==> src/rtl/display_pkg.sv <==
// display_pkg: shared seven-segment types, blank pattern and hex decode
package display_pkg;
  typedef logic [6:0] seg7_t;
  typedef enum logic {BLANK, SHOW} scan_state_t;
  localparam seg7_t SEG_BLANK = 7'h7F;
  function automatic seg7_t hex_to_seg7(input logic [3:0] h);
    case (h)
      4'h0: return 7'b1000000;
      4'h1: return 7'b1111001;
      4'h2: return 7'b0100100;
      4'h3: return 7'b0110000;
      4'h4: return 7'b0011001;
      4'h5: return 7'b0010010;
      4'h6: return 7'b0000010;
      4'h7: return 7'b1111000;
      4'h8: return 7'b0000000;
      4'h9: return 7'b0010000;
      4'hA: return 7'b0001000;
      4'hB: return 7'b0000011;
      4'hC: return 7'b1000110;
      4'hD: return 7'b0100001;
      4'hE: return 7'b0000110;
      default: return 7'b0001110;
    endcase
  endfunction
endpackage

==> src/rtl/scan_tick_gen.sv <==
// scan_tick_gen: per-slot counter with BLANK/SHOW sequencing
module scan_tick_gen
  import display_pkg::*;
#(
  parameter int TICK_DIV     = 50000,
  parameter int BLANK_CYCLES = 500
) (
  input  logic clk,
  input  logic rst_n,
  input  logic last,
  output logic show,
  output logic slot_end,
  output logic wrap
);
  localparam int CW = $clog2(TICK_DIV);
  scan_state_t   state;
  logic [CW-1:0] cnt;
  assign slot_end = state == SHOW && cnt == CW'(TICK_DIV - 1);
  // show is the state of the coming cycle, so registered pins line up with the FSM
  assign show     = state == BLANK ? cnt == CW'(BLANK_CYCLES - 1) : !slot_end;
  assign wrap     = slot_end && last;
  // step BLANK -> SHOW -> BLANK once per slot, restarting the count each slot
  always_ff @(posedge clk or negedge rst_n)
    if (!rst_n) begin
      state <= BLANK;
      cnt   <= '0;
    end else begin
      state <= show ? SHOW : BLANK;
      cnt   <= slot_end ? '0 : cnt + 1'b1;
    end
endmodule

==> src/rtl/display_scan_controller.sv <==
// display_scan_controller: multiplexed seven-segment scan with tear-free frame loads
module display_scan_controller
  import display_pkg::*;
#(
  parameter int NUM_DIGITS   = 4,
  parameter int TICK_DIV     = 50000,
  parameter int BLANK_CYCLES = 500
) (
  input  logic                    clk,
  input  logic                    rst_n,
  input  logic                    load_valid,
  output logic                    load_ready,
  input  logic [4*NUM_DIGITS-1:0] load_data,
  input  logic [NUM_DIGITS-1:0]   load_dp,
  input  logic                    lz_en,
  output seg7_t                   seg_n,
  output logic                    dp_n,
  output logic [NUM_DIGITS-1:0]   an_n,
  output logic                    frame_tick
);
  localparam int IW = $clog2(NUM_DIGITS);
  logic [4*NUM_DIGITS-1:0] act_data, pend_data;
  logic [NUM_DIGITS-1:0]   act_dp, pend_dp;
  logic [IW-1:0]           idx;
  logic [3:0]              nib;
  logic pend_vld, lz_q, show, slot_end, wrap, last, supp, lit;
  scan_tick_gen #(.TICK_DIV(TICK_DIV), .BLANK_CYCLES(BLANK_CYCLES)) u_tick (
    .clk(clk), .rst_n(rst_n), .last(last), .show(show), .slot_end(slot_end), .wrap(wrap)
  );
  assign last       = idx == IW'(NUM_DIGITS - 1);
  assign load_ready = ~pend_vld;
  assign nib        = 4'(act_data >> {idx, 2'b00});
  // lz_q only changes at slot boundaries, so suppression never cuts into a lit digit
  assign supp       = lz_q && idx != '0 && (act_data >> {idx, 2'b00}) == '0;
  assign lit        = show && !supp;
  // frame buffers, scan index and per-slot suppression mode
  always_ff @(posedge clk or negedge rst_n)
    if (!rst_n) begin
      act_data  <= '0;
      act_dp    <= '0;
      pend_data <= '0;
      pend_dp   <= '0;
      pend_vld  <= 1'b0;
      idx       <= '0;
      lz_q      <= 1'b0;
    end else begin
      if (slot_end) begin
        idx  <= last ? '0 : idx + 1'b1;
        lz_q <= lz_en;
      end
      if (wrap && pend_vld) begin
        act_data <= pend_data;
        act_dp   <= pend_dp;
        pend_vld <= 1'b0;
      end else if (load_valid && !pend_vld) begin
        pend_data <= load_data;
        pend_dp   <= load_dp;
        pend_vld  <= 1'b1;
      end
    end
  // registered pin drive: one anode low only while the current digit is lit
  always_ff @(posedge clk or negedge rst_n)
    if (!rst_n) begin
      an_n       <= '1;
      seg_n      <= SEG_BLANK;
      dp_n       <= 1'b1;
      frame_tick <= 1'b0;
    end else begin
      an_n       <= lit ? ~(NUM_DIGITS'(1) << idx) : '1;
      seg_n      <= lit ? hex_to_seg7(nib) : SEG_BLANK;
      dp_n       <= !(lit && act_dp[idx]);
      frame_tick <= wrap;
    end
endmodule

==> config.mk <==
export PLATFORM = sky130hd
export DESIGN_NAME = display_scan_controller
export DESIGN_NICKNAME = d
export VERILOG_FILES = /design/src/rtl/display_pkg.sv /design/src/rtl/scan_tick_gen.sv /design/src/rtl/display_scan_controller.sv
export SDC_FILE = /design/constraint.sdc
export NUM_CORES = 1
export LEC_CHECK = 0
export BUFFER_PORTS_ARGS = -buffer_cell sky130_fd_sc_hd__buf_2
export CAP_MARGIN = 20
export CORE_ASPECT_RATIO = 0.8
export CORE_UTILIZATION = 30
export DETAILED_ROUTE_END_ITERATION = 8
export REMOVE_ABC_BUFFERS = 1
export SYNTH_ARGS = -nofsm -noshare
export SYNTH_HDL_FRONTEND = slang
export SYNTH_HIERARCHICAL = 1
export SYNTH_SLANG_ARGS = --single-unit
==> constraint.sdc <==
create_clock -name clk -period 2.9 [get_ports clk]
set_clock_uncertainty 0.1 [all_clocks]
set_input_delay 0.29 -clock clk [delete_from_list [all_inputs] [get_ports clk]]
set_output_delay 0.29 -clock clk [all_outputs]
set_load 0.05 [all_outputs]
### Word level (Yosys, flattened, before mapping)

Memory sizes are Yosys's and may differ from the RTL's.
Index checks and enable logic that the tools add are counted.

* bits in registers: 74
* latch bits: 0
* bits in writable memories: 0
* memory bits (read-only): 112
* bits of input ports: 24
* output and inout port bits: 14
* memories kept: 1

* add/sub/neg operators: 2
* multipliers: 0
* divide/modulo/power cells: 0
* $lt $le $gt $ge: 1
* eq/ne operators: 3
* shift-type cells: 2
* muxes and demuxes: 10
* bitwise logic cells: 3
* reductions and logical operators: 16

Memory list
* (no name shown): depth 16, width 7, read ports 1, clocked after Yosys merged registers in 0, write ports 0, line display_pkg.sv:7 `case (h)`

Operators with widths (count)
* adder 16 x 1 -> 16 bit (second input constant): 1
* equality test 16 bit (second input constant): 1
* equality test 16 x 9 -> 1 bit (second input constant): 1
* zero test 16 bit: 1
* 2-to-1 mux 16 bit: 1
* >> shifter 16 x 4 -> 16 bit: 1
* logical AND 1 bit: 8
* 2-to-1 mux 7 bit: 1
* 2-to-1 mux 1 bit: 5
* zero test 1 bit: 4
* 2-to-1 mux 4 bit: 1
* inverter 4 bit: 1
* nonzero test 2 bit: 2
* << shifter 1 x 2 -> 4 bit (first input constant): 1
* < comparator 2 x 3 -> 1 bit (second input constant): 1
* adder 2 x 1 -> 2 bit (second input constant): 1
* binary-select mux 1 bit (select 2 bit): 1
* equality test 2 bit (second input constant): 1
* 2-to-1 mux 2 bit: 1
* inverter 1 bit: 2
* AND reduction 2 bit: 1

### Logic depth before layout (Yosys ltp)

Gate-level depths: netlist (run 1).

* depth after elaboration: 7
* gate-level depth with buffers: 9
* gate-level depth less buffers: 7

### Cells and area by module

Netlist (run 1), hierarchy kept.

Modules (own cells, without submodules)
* display_scan_controller: instances 1, cells each 182, area an instance 2566.2 µm², seq. area each 1441.4 µm²
* scan_tick_gen: instances 1, cells each 79, area an instance 874.6 µm², seq. area each 425.4 µm²

### Least setup slack after synthesis (run 1)

No wires, ideal clock.

* kind: register to register
* start: register idx[0]
* end: register seg_n[5]
* arrival: 2.207 ns
* slack: 0.511 ns
* stages on the path, launching flop included: 10
* path buffers: 2
* clock period less this slack: 2.389 ns
* cells stage by stage: dfrtp_1 buf_6 mux4_1 inv_1 ha_1 and3b_1 o211ai_1 a22o_1 clkbuf_1 o211ai_1

* cells in the longest elaborated chain, start to end: 6
* elaborated cells between the ends (all ways): 9
* classes of those cells: shift: 1; mux: 1; reduce/logical: 6; memory: 1

RTL lines
* start, declared: line display_scan_controller.sv:24 `logic [IW-1:0] idx;`
* start signal, assigned: line display_scan_controller.sv:48 `idx <= last ? '0 : idx + 1'b1;`
* branches (longest 5 deep; another with memory (16 x 7 bit))
* 2-to-1 mux 7 bit *: line display_scan_controller.sv:70 `seg_n <= lit ? hex_to_seg7(nib) : SEG_BLANK;`
* end signal, assigned: line display_scan_controller.sv:70
* end, declared: line display_scan_controller.sv:16 `output seg7_t seg_n,`

Mark *: on every way between the ends.
A chain may end at the register's enable or synchronous reset.

### Final worst setup path (run 1)

* start: register idx[0]
* end: register seg_n[6]

Same word-level chain as after synthesis.

==> results of run 1 <==
==> cells in the final DEF, fill, tap and decap left out, types with 3 or more instances in the layout <==
cell type | Yosys | layout
buf_2 | 0 | 37
inv_1 | 8 | 8
nor2b_1 | 4 | 3
nor4_1 | 5 | 5
nand3_1 | 8 | 8
dfstp_2 | 12 | 12
xor2_1 | 5 | 5
xnor2_1 | 12 | 12
clkbuf_16 | 0 | 9
o211ai_1 | 5 | 5
nand2_1 | 16 | 16
mux4_2 | 4 | 4
nand2b_1 | 3 | 3
nor3_1 | 4 | 4
ha_1 | 12 | 12
dfrtp_1 | 62 | 62
buf_4 | 1 | 5
nor2_1 | 16 | 16
mux2_2 | 41 | 41
==> report_power, final <==
| group | switching, mW | internal (mW) |
|---|---|---|
| registers | 0.00752 | 1.05 |
| clock network | 0.433 | 0.671 |
| logic | 0.0273 | 0.0250 |
==> worst reg2reg max path, delay by kind of cell (launching register included) <==
kind | cells | cell delay (ns)
fa+ha+maj | 1 | 0.20
mux | 1 | 0.70
simple gates | 1 | 0.16
buf+inv | 1 | 0.16
compound gates | 3 | 0.61
flops | 1 | 0.41
==> sequential cells by signal, indices dropped and copies added (netlist names) <==
signal        flops
u_tick/cnt       16
act_data         16
dp_n              1
frame_tick        1
pend_vld          1
an_n              4
pend_data        16
act_dp            4
seg_n             7
u_tick/state      1
lz_q              1
idx               2
pend_dp           4
==> layer usage <==
metal	share of wire [%]	track usage, %	up-vias
met5	0	0	-
li1	-	-	1027
met4	1.5	4.27	0
met2	44	17.2	38
met1	50	17.4	1060
met3	4.2	4.38	9
==> worst max-delay path by stage <==
stage | from | endpoint | slack [ns] | cells past startpoint
detailed placement | idx[0]$_DFFE_PN0P_ | seg_n[6]$_DFF_PN1_ | 0.50 | 7
floorplan | u_tick/cnt[0]$_DFF_PN0_ | act_data[0]$_DFFE_PN0P_ | 0.33 | 6
CTS | idx[0]$_DFFE_PN0P_ | seg_n[6]$_DFF_PN1_ | 0.47 | 7
global route | idx[0]$_DFFE_PN0P_ | seg_n[2]$_DFF_PN1_ | 0.31 | 7
finish | idx[0]$_DFFE_PN0P_ | seg_n[6]$_DFF_PN1_ | 0.48 | 7
global placement | idx[0]$_DFFE_PN0P_ | seg_n[3]$_DFF_PN1_ | 0.61 | 7
==> through the flow <==
| step | power (mW) | utilization (%) | std cells | worst slack, ns | area [µm²] |
|---|---|---|---|---|---|
| 2_1_floorplan | 1.08 | - | 252 | 0.331 | 3390 |
| 3_3_place_gp | 1.13 | 34.6 | 439 | 0.608 | 3810 |
| 3_5_place_dp | 1.13 | 34.6 | 439 | 0.501 | 3810 |
| 4_1_cts | 2.25 | 37.4 | 456 | 0.470 | 4130 |
| 5_1_grt | 2.31 | 37.4 | 456 | 0.306 | 4130 |
| 6_report | 2.21 | 37.4 | 456 | 0.478 | 4130 |
==> kinds of logic (layout without fill, tap and decap cells) <==
group                    after synthesis  count (layout)  synth area share (%)
flip-flops                            74              74                  54.3
AND/OR/NAND/NOR                       74              74                  12.8
multiplexers                          48              48                  17.9
AO/OA/AOI/OAI                         19              19                  4.00
XOR/XNOR                              17              17                  4.33
buffers and inverters                 17              68                  2.40
adder cells (fa/ha/maj)               12              12                  4.36
==> cell type report <==
cell class	count	area [µm²]
fillers	1079	6890
flip-flops and latches	74	1870
multi-input cells	170	1490
repair buffers	44	253
clock buffers	9	225
well taps	144	180
clock inverters	7	76.3
inverters	8	30.0
==> flow_summary.ini, run 1 <==
[setup_path]
r2r_setup_slack_ns = 0.48
r2r_end = seg_n[6]$_DFF_PN1_
worstSetupStartpointType = flip-flop
cpPeakStageDelay_ns = 0.70
cp-end-kind = flip-flop
worstPathArrival_ns = 2.57
crit_path_frequent_cell = o211ai_1
required_ns = 3.05
cp_cell_sequence = mux4_1 -> inv_1 -> ha_1 -> and3b_1 -> o211ai_1 -> a22o_1 -> o211ai_1
timing.rr.start = idx[0]$_DFFE_PN0P_
crit_path_max_fanout = 11
path_buf_inv = 1
critPathTopFamily = multiplexers
ff2ff_path_depth = 7
cpMaxStageDelayCell = mux4_1
path_class = reg2reg

[finish]
syn_to_final_growth_pct = 19.9
diodes = 0
drive_above_1_share_pct = 40.4
final_nets = 343

[clocking]
path_clk_slew_ns = 0.06
cts_hold_buffers = 1
cts_resized = 0
root_buffer = clkbuf_16
postCtsSetupRepairBufs = 0
cts_made_buffers = 9
htree_levels = 3
clock_sink_count = 74
clk_latency_ns = 0.33
cts_tree = done
clock_path_buffers = 2

[placed_design]
port-buffer-count = 37
gp_congestion = 0.744
post-dp-hpwl_um = 4430

[global_routing]
grt_pass1_vias = 2187
grt_overflow = 0
antenna_found_initial = 0
grt_max_degree = 75
grt_use_total_pct = 12.3
grt_pass1_wl_um = 11200

[die]
initial_utilization_pct = 31.2
die_h_um = 97.8
rows = 34
dieArea_um2 = 11900
die_w_um = 122
design.portCount = 38
fp.coreArea_um2 = 11000

[synthesis]
syn_area_um2 = 3440
synth-seq-area-share_pct = 54.3
yosys.area.top_type = dfrtp_1
synth_common_cells = 62 x dfrtp_1, 41 x mux2_2, 16 x nand2_1, 16 x nor2_1
syn_avg_cell_area_um2 = 13.2
yosysWarnings = 6
synthCells = 261
synth_edf_count = 0
yosys.cell_types.count = 46
yosys_register_bits = 74
synth_ff_type = dfrtp_1
synthTopCellsByArea = dfrtp_1 45%, mux2_2 13%, dfstp_2 9.2%, ha_1 4.4%, xnor2_1 3.1%
post-synth-top-count-cell = dfrtp_1
async_flop_share_pct = 100
synth.top_cell.area_share_pct = 45.1

[drt]
dr.pass1.iters = 4
ant_nets = 0
avgViaCountPerCell = 4.68
wl_per_cell_um = 14.3
detail_route.wirelength_um = 6500
dr_total_vias = 2134
drcViolationCount = 0
drt_iter0_drc = 73

[timing]
setup_violations = 0
hold_slack_ns = 0.0835
rsz0062_at_grt = no
fin_tns_setup_ns = 0
max_freq_ghz = 0.413
hold_viol_final = 0
worstMarginPinSlew_ns = 0.405
maxSlewViolCount = 0
fin_crit_sh_pct = 83.5
period_needed_ns = 2.42
relSlewSlack_pct = 73.0

[hold_path]
holdPathStages = 2
hp-class = in2reg
worstHoldStart = load_data[0]
holdPathEnd = pend_data[0]$_DFFE_PN0P_

[status]
outcome = finished clean

[job]
cap_viol_max_count = 0

[power_and_ir_drop]
cellPowerDensity_nw_per_um2 = 536
ir_drop_mv = 0.307
power.leakage_nw = 1.84
(Power assumes the default switching activity.)
==> run 2, diff against run 1 <==
- ABC_AREA: default -> 1
- clock period: 2.9 -> 2.04 ns (I/O delays scaled with it)
==> run 2 against run 1 <==
Cell count increased by 39%. Largest cell class unchanged. Non-clock buffer count increased by 35. Utilization is 2.8 points higher. Die area up 7.0%. Synthesized area rose by 7.1%. Largest power group unchanged. Combinational power rose by 50%. Cell area rose by 14%. Total power grew 42%.
==> flow_summary.ini, run 2 <==
[status]
outcome = finished clean

[timing]
hold_slack_ns = 0.0153
fin_tns_setup_ns = 0
relSlewSlack_pct = 62.7
period_needed_ns = 1.95
max_freq_ghz = 0.512
fin_crit_sh_pct = 95.7
worstMarginPinSlew_ns = 0.559
hold_viol_final = 0
setup_violations = 0
maxSlewViolCount = 0

[synthesis]
post-synth-top-count-cell = nand2_1
async_flop_share_pct = 100
yosys_register_bits = 74
syn_avg_cell_area_um2 = 9.26
synth.top_cell.area_share_pct = 42.1
yosys.cell_types.count = 30
yosysWarnings = 6
yosys.area.top_type = dfrtp_1
synth_edf_count = 0
syn_area_um2 = 3690
synthCells = 398
synth_ff_type = dfrtp_1
synth-seq-area-share_pct = 50.6
synth_common_cells = 98 x nand2_1, 62 x dfrtp_1, 40 x nor2_1
synthTopCellsByArea = dfrtp_1 42%, mux2_2 11%, nand2_1 10%, dfstp_2 8.6%, nand3_1 4.3%

[setup_path]
r2r_setup_slack_ns = 0.09
crit_path_max_fanout = 23
cpPeakStageDelay_ns = 0.37
path_class = reg2reg
timing.rr.start = u_tick/cnt[0]$_DFF_PN0_
cp-end-kind = flip-flop
required_ns = 2.16
critical_path_depth = 8
crit_path_start = u_tick/cnt[0]$_DFF_PN0_
worstSetupStartpointType = flip-flop
cp_cell_sequence = ha_1 -> nand3_2 -> inv_2 -> nand4_1 -> nor3_2 -> nand2_1 -> buf_12 -> mux2_2
worstPathArrival_ns = 2.07
cpMaxStageDelayCell = dfrtp_1
critPathTopFamily = simple AND/OR/NAND/NOR gates
ff2ff_path_depth = 8
path_buf_inv = 2

[power_and_ir_drop]
p_total_mw = 3.14
clkPwrFrac_pct = 50.7
ir_drop_mv = 0.457
switching_share_pct = 21.4
power.leakage_nw = 2.44
power.internal_mw = 2.46
p_seq_share_pct = 46.8
netSwitchingPower_mw = 0.672
cellPowerDensity_nw_per_um2 = 665
pwr-share-comb_pct = 2.5

[placed_design]
gp_congestion = 0.882
port-buffer-count = 37
placed_cells = 598
post-dp-hpwl_um = 5650

[die]
initial_utilization_pct = 31.4
design.portCount = 38
die_w_um = 126
fp.coreArea_um2 = 11700
dieArea_um2 = 12700
die_h_um = 101
rows = 35

[clocking]
clk_latency_ns = 0.34
root_buffer = clkbuf_16
clock_sink_count = 74
cts_tree = done
htree_levels = 3
path_clk_slew_ns = 0.06
cts_made_buffers = 9
clock_path_buffers = 2

[finish]
nFillCells = 1166
largestRegisters = act_data (16), pend_data (16), u_tick/cnt (16)
final_cell_mix = 98 x nand2_1, 61 x dfrtp_1, 39 x nor2_1
syn_to_final_growth_pct = 28.0
final_common_cell = nand2_1
diodes = 0
drive_above_1_share_pct = 32.3
final_nets = 517
final_cells = 634

[hold_path]
hp-class = in2reg
worstHoldStart = load_data[13]
holdPathStages = 2

[drt]
wl_met3_um = 298
dr.pass1.iters = 5
wl_met2_um = 3380
detail_route.wirelength_um = 7760
wl_per_cell_um = 12.2
ant_nets = 0
wl_met1_um = 3970
dr_total_vias = 2861
drt_iter0_drc = 128
drcViolationCount = 0
avgViaCountPerCell = 4.51
top_layer = met4

[global_routing]
grt_pass1_vias = 2693
grt_overflow = 0
grt_max_degree = 33
antenna_found_initial = 0
grt_pass1_wl_um = 12900
grt_use_total_pct = 12.9

[job]
cap_viol_max_count = 0
run 2: cell families after synthesis:
logic type | count (synthesis) | share of synthesized area (%)
and+or+nand+nor | 197 | 23.3
DFF | 74 | 50.6
buffers and inverters | 51 | 6.14
muxes | 37 | 11.3
AOI/OAI and AO/OA | 23 | 3.56
adders and majority gates | 12 | 4.07
xor gates and xnor gates | 4 | 0.951
run 2: what timing repair did:
item,CTS,global route
hold buffers,16,0
hold endpoints to repair,26,0
buffers inserted,0,3
pin swaps,0,3
gates cloned,0,1
endpoints found under the setup margin,29,14
resized for setup,2,7
run 2: worst paths after layout:
path	end
setup / recovery	act_data[9]$_DFFE_PN0P_
hold / removal	pend_data[13]$_DFFE_PN0P_
setup reg to reg	act_data[9]$_DFFE_PN0P_
hold reg to reg	act_data[8]$_DFFE_PN0P_
max in group asynchronous	pend_data[8]$_DFFE_PN0P_
min in group asynchronous	act_data[1]$_DFFE_PN0P_
run 2: worst reg2reg max path: stages (launching register included):
cell and delay, ns:
dfrtp_1 0.37, ha_1 0.17, nand3_2 0.12, inv_2 0.09, nand4_1 0.14, nor3_2 0.27
nand2_1 0.13, buf_12 0.17, mux2_2 0.29
run 2: metrics by stage:
step	area, µm²	util [%]	worst slack [ns]
final	4720	40.2	0.0884
after global routing	4720	40.2	-0.0189
after CTS	4660	39.7	0.0155
after detailed placement	4190	35.7	-0.0940
after global placement	4190	35.7	0.00185
after floorplan	3620	-	-0.0974
run 2: layout make-up:
class,instances,area (µm²),share of cell area (%)
Multi-Input combinational cell,274,1630,34.5
Clock buffer,9,225,4.77
Timing Repair Buffer,79,569,12.1
Sequential cell,74,1870,39.6
Tap cell,148,185,3.93
Inverter,43,164,3.47
Clock inverter,7,76.3,1.62
run 2: routing by layer:
metal | up-vias | track usage, %
met2 | 55 | 19.6
met5 | - | 0
li1 | 1453 | -
met4 | 0 | 4.73
met1 | 1343 | 17.7
met3 | 10 | 3.59
run 2: power by group through the flow:
| stage | Clock (mW) | Sequential (mW) | Combinational (mW) |
|---|---|---|---|
| finish | 1.59 | 1.47 | 0.0784 |
| global route | 1.70 | 1.47 | 0.0891 |
| CTS | 1.63 | 1.47 | 0.0818 |
| detailed placement | 0 | 1.49 | 0.0586 |
| global placement | 0 | 1.49 | 0.0570 |
| floorplan | 0 | 1.50 | 0.000432 |
==> run 3, diff against run 2 <==
- CORE_UTILIZATION: 30 -> 53
- PLACE_DENSITY: default -> 0.76
==> run 3 against run 2 <==
Hold slack got worse by 0.0079 ns. Worst setup slack improved by 0.0073 ns. Utilization increased by 30 points. Cell count decreased by 9.8%. Sequential share of layout area increased by 1.0 points. Wire length increased by 2.2%. Cell area decreased by 2.5%. Die area decreased by 43%.
==> flow_summary.ini, run 3 (same netlist as run 2, synthesis figures left out) <==
[status]
outcome = finished clean

[finish]
final_common_cell = nand2_1
final_cells = 572
drive_above_1_share_pct = 32.0
fin_util_pct = 70.4
largestRegisters = act_data (16), pend_data (16), u_tick/cnt (16)
final_nets = 519
final_cell_mix = 97 x nand2_1, 61 x dfrtp_1, 39 x nor2_1
syn_to_final_growth_pct = 24.8
diodes = 0

[power_and_ir_drop]
netSwitchingPower_mw = 0.593
ir_drop_mv = 0.573
cellPowerDensity_nw_per_um2 = 623
p_total_mw = 2.87
pwr-share-comb_pct = 2.9
switching_share_pct = 20.7
clkPwrFrac_pct = 45.9
power.leakage_nw = 2.42
power.internal_mw = 2.27
p_seq_share_pct = 51.2

[clocking]
cts_made_buffers = 9
cts_tree = done
htree_levels = 3
path_clk_slew_ns = 0.08
root_buffer = clkbuf_8
clk_latency_ns = 0.35
clock_sink_count = 74
clock_path_buffers = 2

[timing]
worstMarginPinSlew_ns = 0.511
max_freq_ghz = 0.514
period_needed_ns = 1.94
hold_viol_final = 0
relSlewSlack_pct = 65.9
fin_crit_sh_pct = 95.3
setup_violations = 0
maxSlewViolCount = 0

[die]
die_w_um = 95.2
rows = 26
design.portCount = 38
die_h_um = 76.6
dieArea_um2 = 7290
initial_utilization_pct = 56.4
fp.coreArea_um2 = 6540

[global_routing]
grt_max_degree = 54
grt_use_total_pct = 23.6
grt_overflow = 0
grt_pass1_vias = 2825
antenna_found_initial = 0
grt_pass1_wl_um = 13100

[setup_path]
ff2ff_path_depth = 13
cp-end-kind = flip-flop
r2r_end = seg_n[0]$_DFF_PN1_
crit_path_max_fanout = 8
path_class = reg2reg
r2r_setup_slack_ns = 0.1
timing.rr.start = idx[0]$_DFFE_PN0P_
worstSetupStartpointType = flip-flop
worstPathArrival_ns = 2.12
required_ns = 2.21

[hold_path]
hp-class = in2reg
worstHoldStart = load_data[12]
holdPathEnd = pend_data[12]$_DFFE_PN0P_
holdPathStages = 2

[placed_design]
gp_congestion = 0.937
port-buffer-count = 37
placed_cells = 533
post-dp-hpwl_um = 5420

[drt]
drt_iter0_drc = 249
wl_per_cell_um = 13.9
avgViaCountPerCell = 5.16
dr_total_vias = 2952
ant_nets = 0
detail_route.wirelength_um = 7930
drcViolationCount = 0
dr.pass1.iters = 5

[job]
cap_viol_max_count = 0
run 3: metrics by stage:
step / instance area (µm²) / setup slack, ns / TNS (ns) / hold WS, ns
final: 4600 / 0.0957 / 0 / 0.00734
after global routing: 4600 / -0.0131 / -0.0131 / 0.00774
after global placement: 4100 / 0.0407 / 0 / 0.0972
after floorplan: 3620 / -0.0974 / -2.35 / -0.192
after detailed placement: 4100 / -0.0784 / -0.681 / 0.103
after CTS: 4550 / 0.0366 / 0 / 0.00618
run 3: layout make-up:
type	count	area, µm²
Fill cell	491	1940
Clock inverter	5	85.1
Sequential cell	74	1870
Tap cell	84	105
Timing Repair Buffer	81	591
Multi-Input combinational cell	274	1640
Inverter	43	164
Clock buffer	11	151
run 3: worst max-delay path by stage:
| stage | startpoint | endpoint | slack [ns] | cells after the start |
|---|---|---|---|---|
| 6_report | idx[0]$_DFFE_PN0P_ | seg_n[0]$_DFF_PN1_ | 0.1 | 13 |
| 3_5_place_dp | idx[0]$_DFFE_PN0P_ | an_n[2]$_DFF_PN1_ | -0.08 | 13 |
| 4_1_cts | idx[0]$_DFFE_PN0P_ | an_n[2]$_DFF_PN1_ | 0.04 | 13 |
| 2_1_floorplan | idx[0]$_DFFE_PN0P_ | act_data[0]$_DFFE_PN0P_ | -0.1 | 5 |
| 5_1_grt | idx[0]$_DFFE_PN0P_ | seg_n[0]$_DFF_PN1_ | -0.01 | 13 |
| 3_3_place_gp | idx[0]$_DFFE_PN0P_ | seg_n[2]$_DFF_PN1_ | 0.04 | 13 |
run 3: what timing repair did:
item | in CTS | in global routing
setup endpoints to repair | 12 | 29
buffers inserted | 0 | 2
hold buffers | 20 | 0
resized for setup | 1 | 9
gates cloned | 0 | 1
hold endpoints to repair | 28 | 0
pin swaps | 0 | 3
run 3: worst max-delay path, cell delays in order, from the launching register on:
cell and delay [ns]:
dfrtp_2 0.44, buf_4 0.17, nand2_2 0.06, nand2_2 0.06, o21ai_2 0.16, buf_4 0.18, inv_2 0.05, ha_1 0.24
nand3_1 0.13, nand2_1 0.08, nand2_1 0.06, nand2_1 0.05, inv_1 0.05, nand2_2 0.05
run 3: metal layers:
layer  routed length [µm]  up-vias  track usage, %
li1                     -     1448               -
met1                 3690     1408            32.1
met2                 3790       85            36.5
met3                  353       11            5.69
met4                  101        0            8.33
met5                    0        -               0
run 3: power groups by stage:
stage | Clock (mW) | Combinational [mW] | Sequential, mW
after floorplan | 0 | 0.000432 | 1.50
after global placement | 0 | 0.0529 | 1.49
after detailed placement | 0 | 0.0550 | 1.49
after CTS | 1.34 | 0.0838 | 1.47
after global routing | 1.40 | 0.0928 | 1.47
final | 1.32 | 0.0825 | 1.47
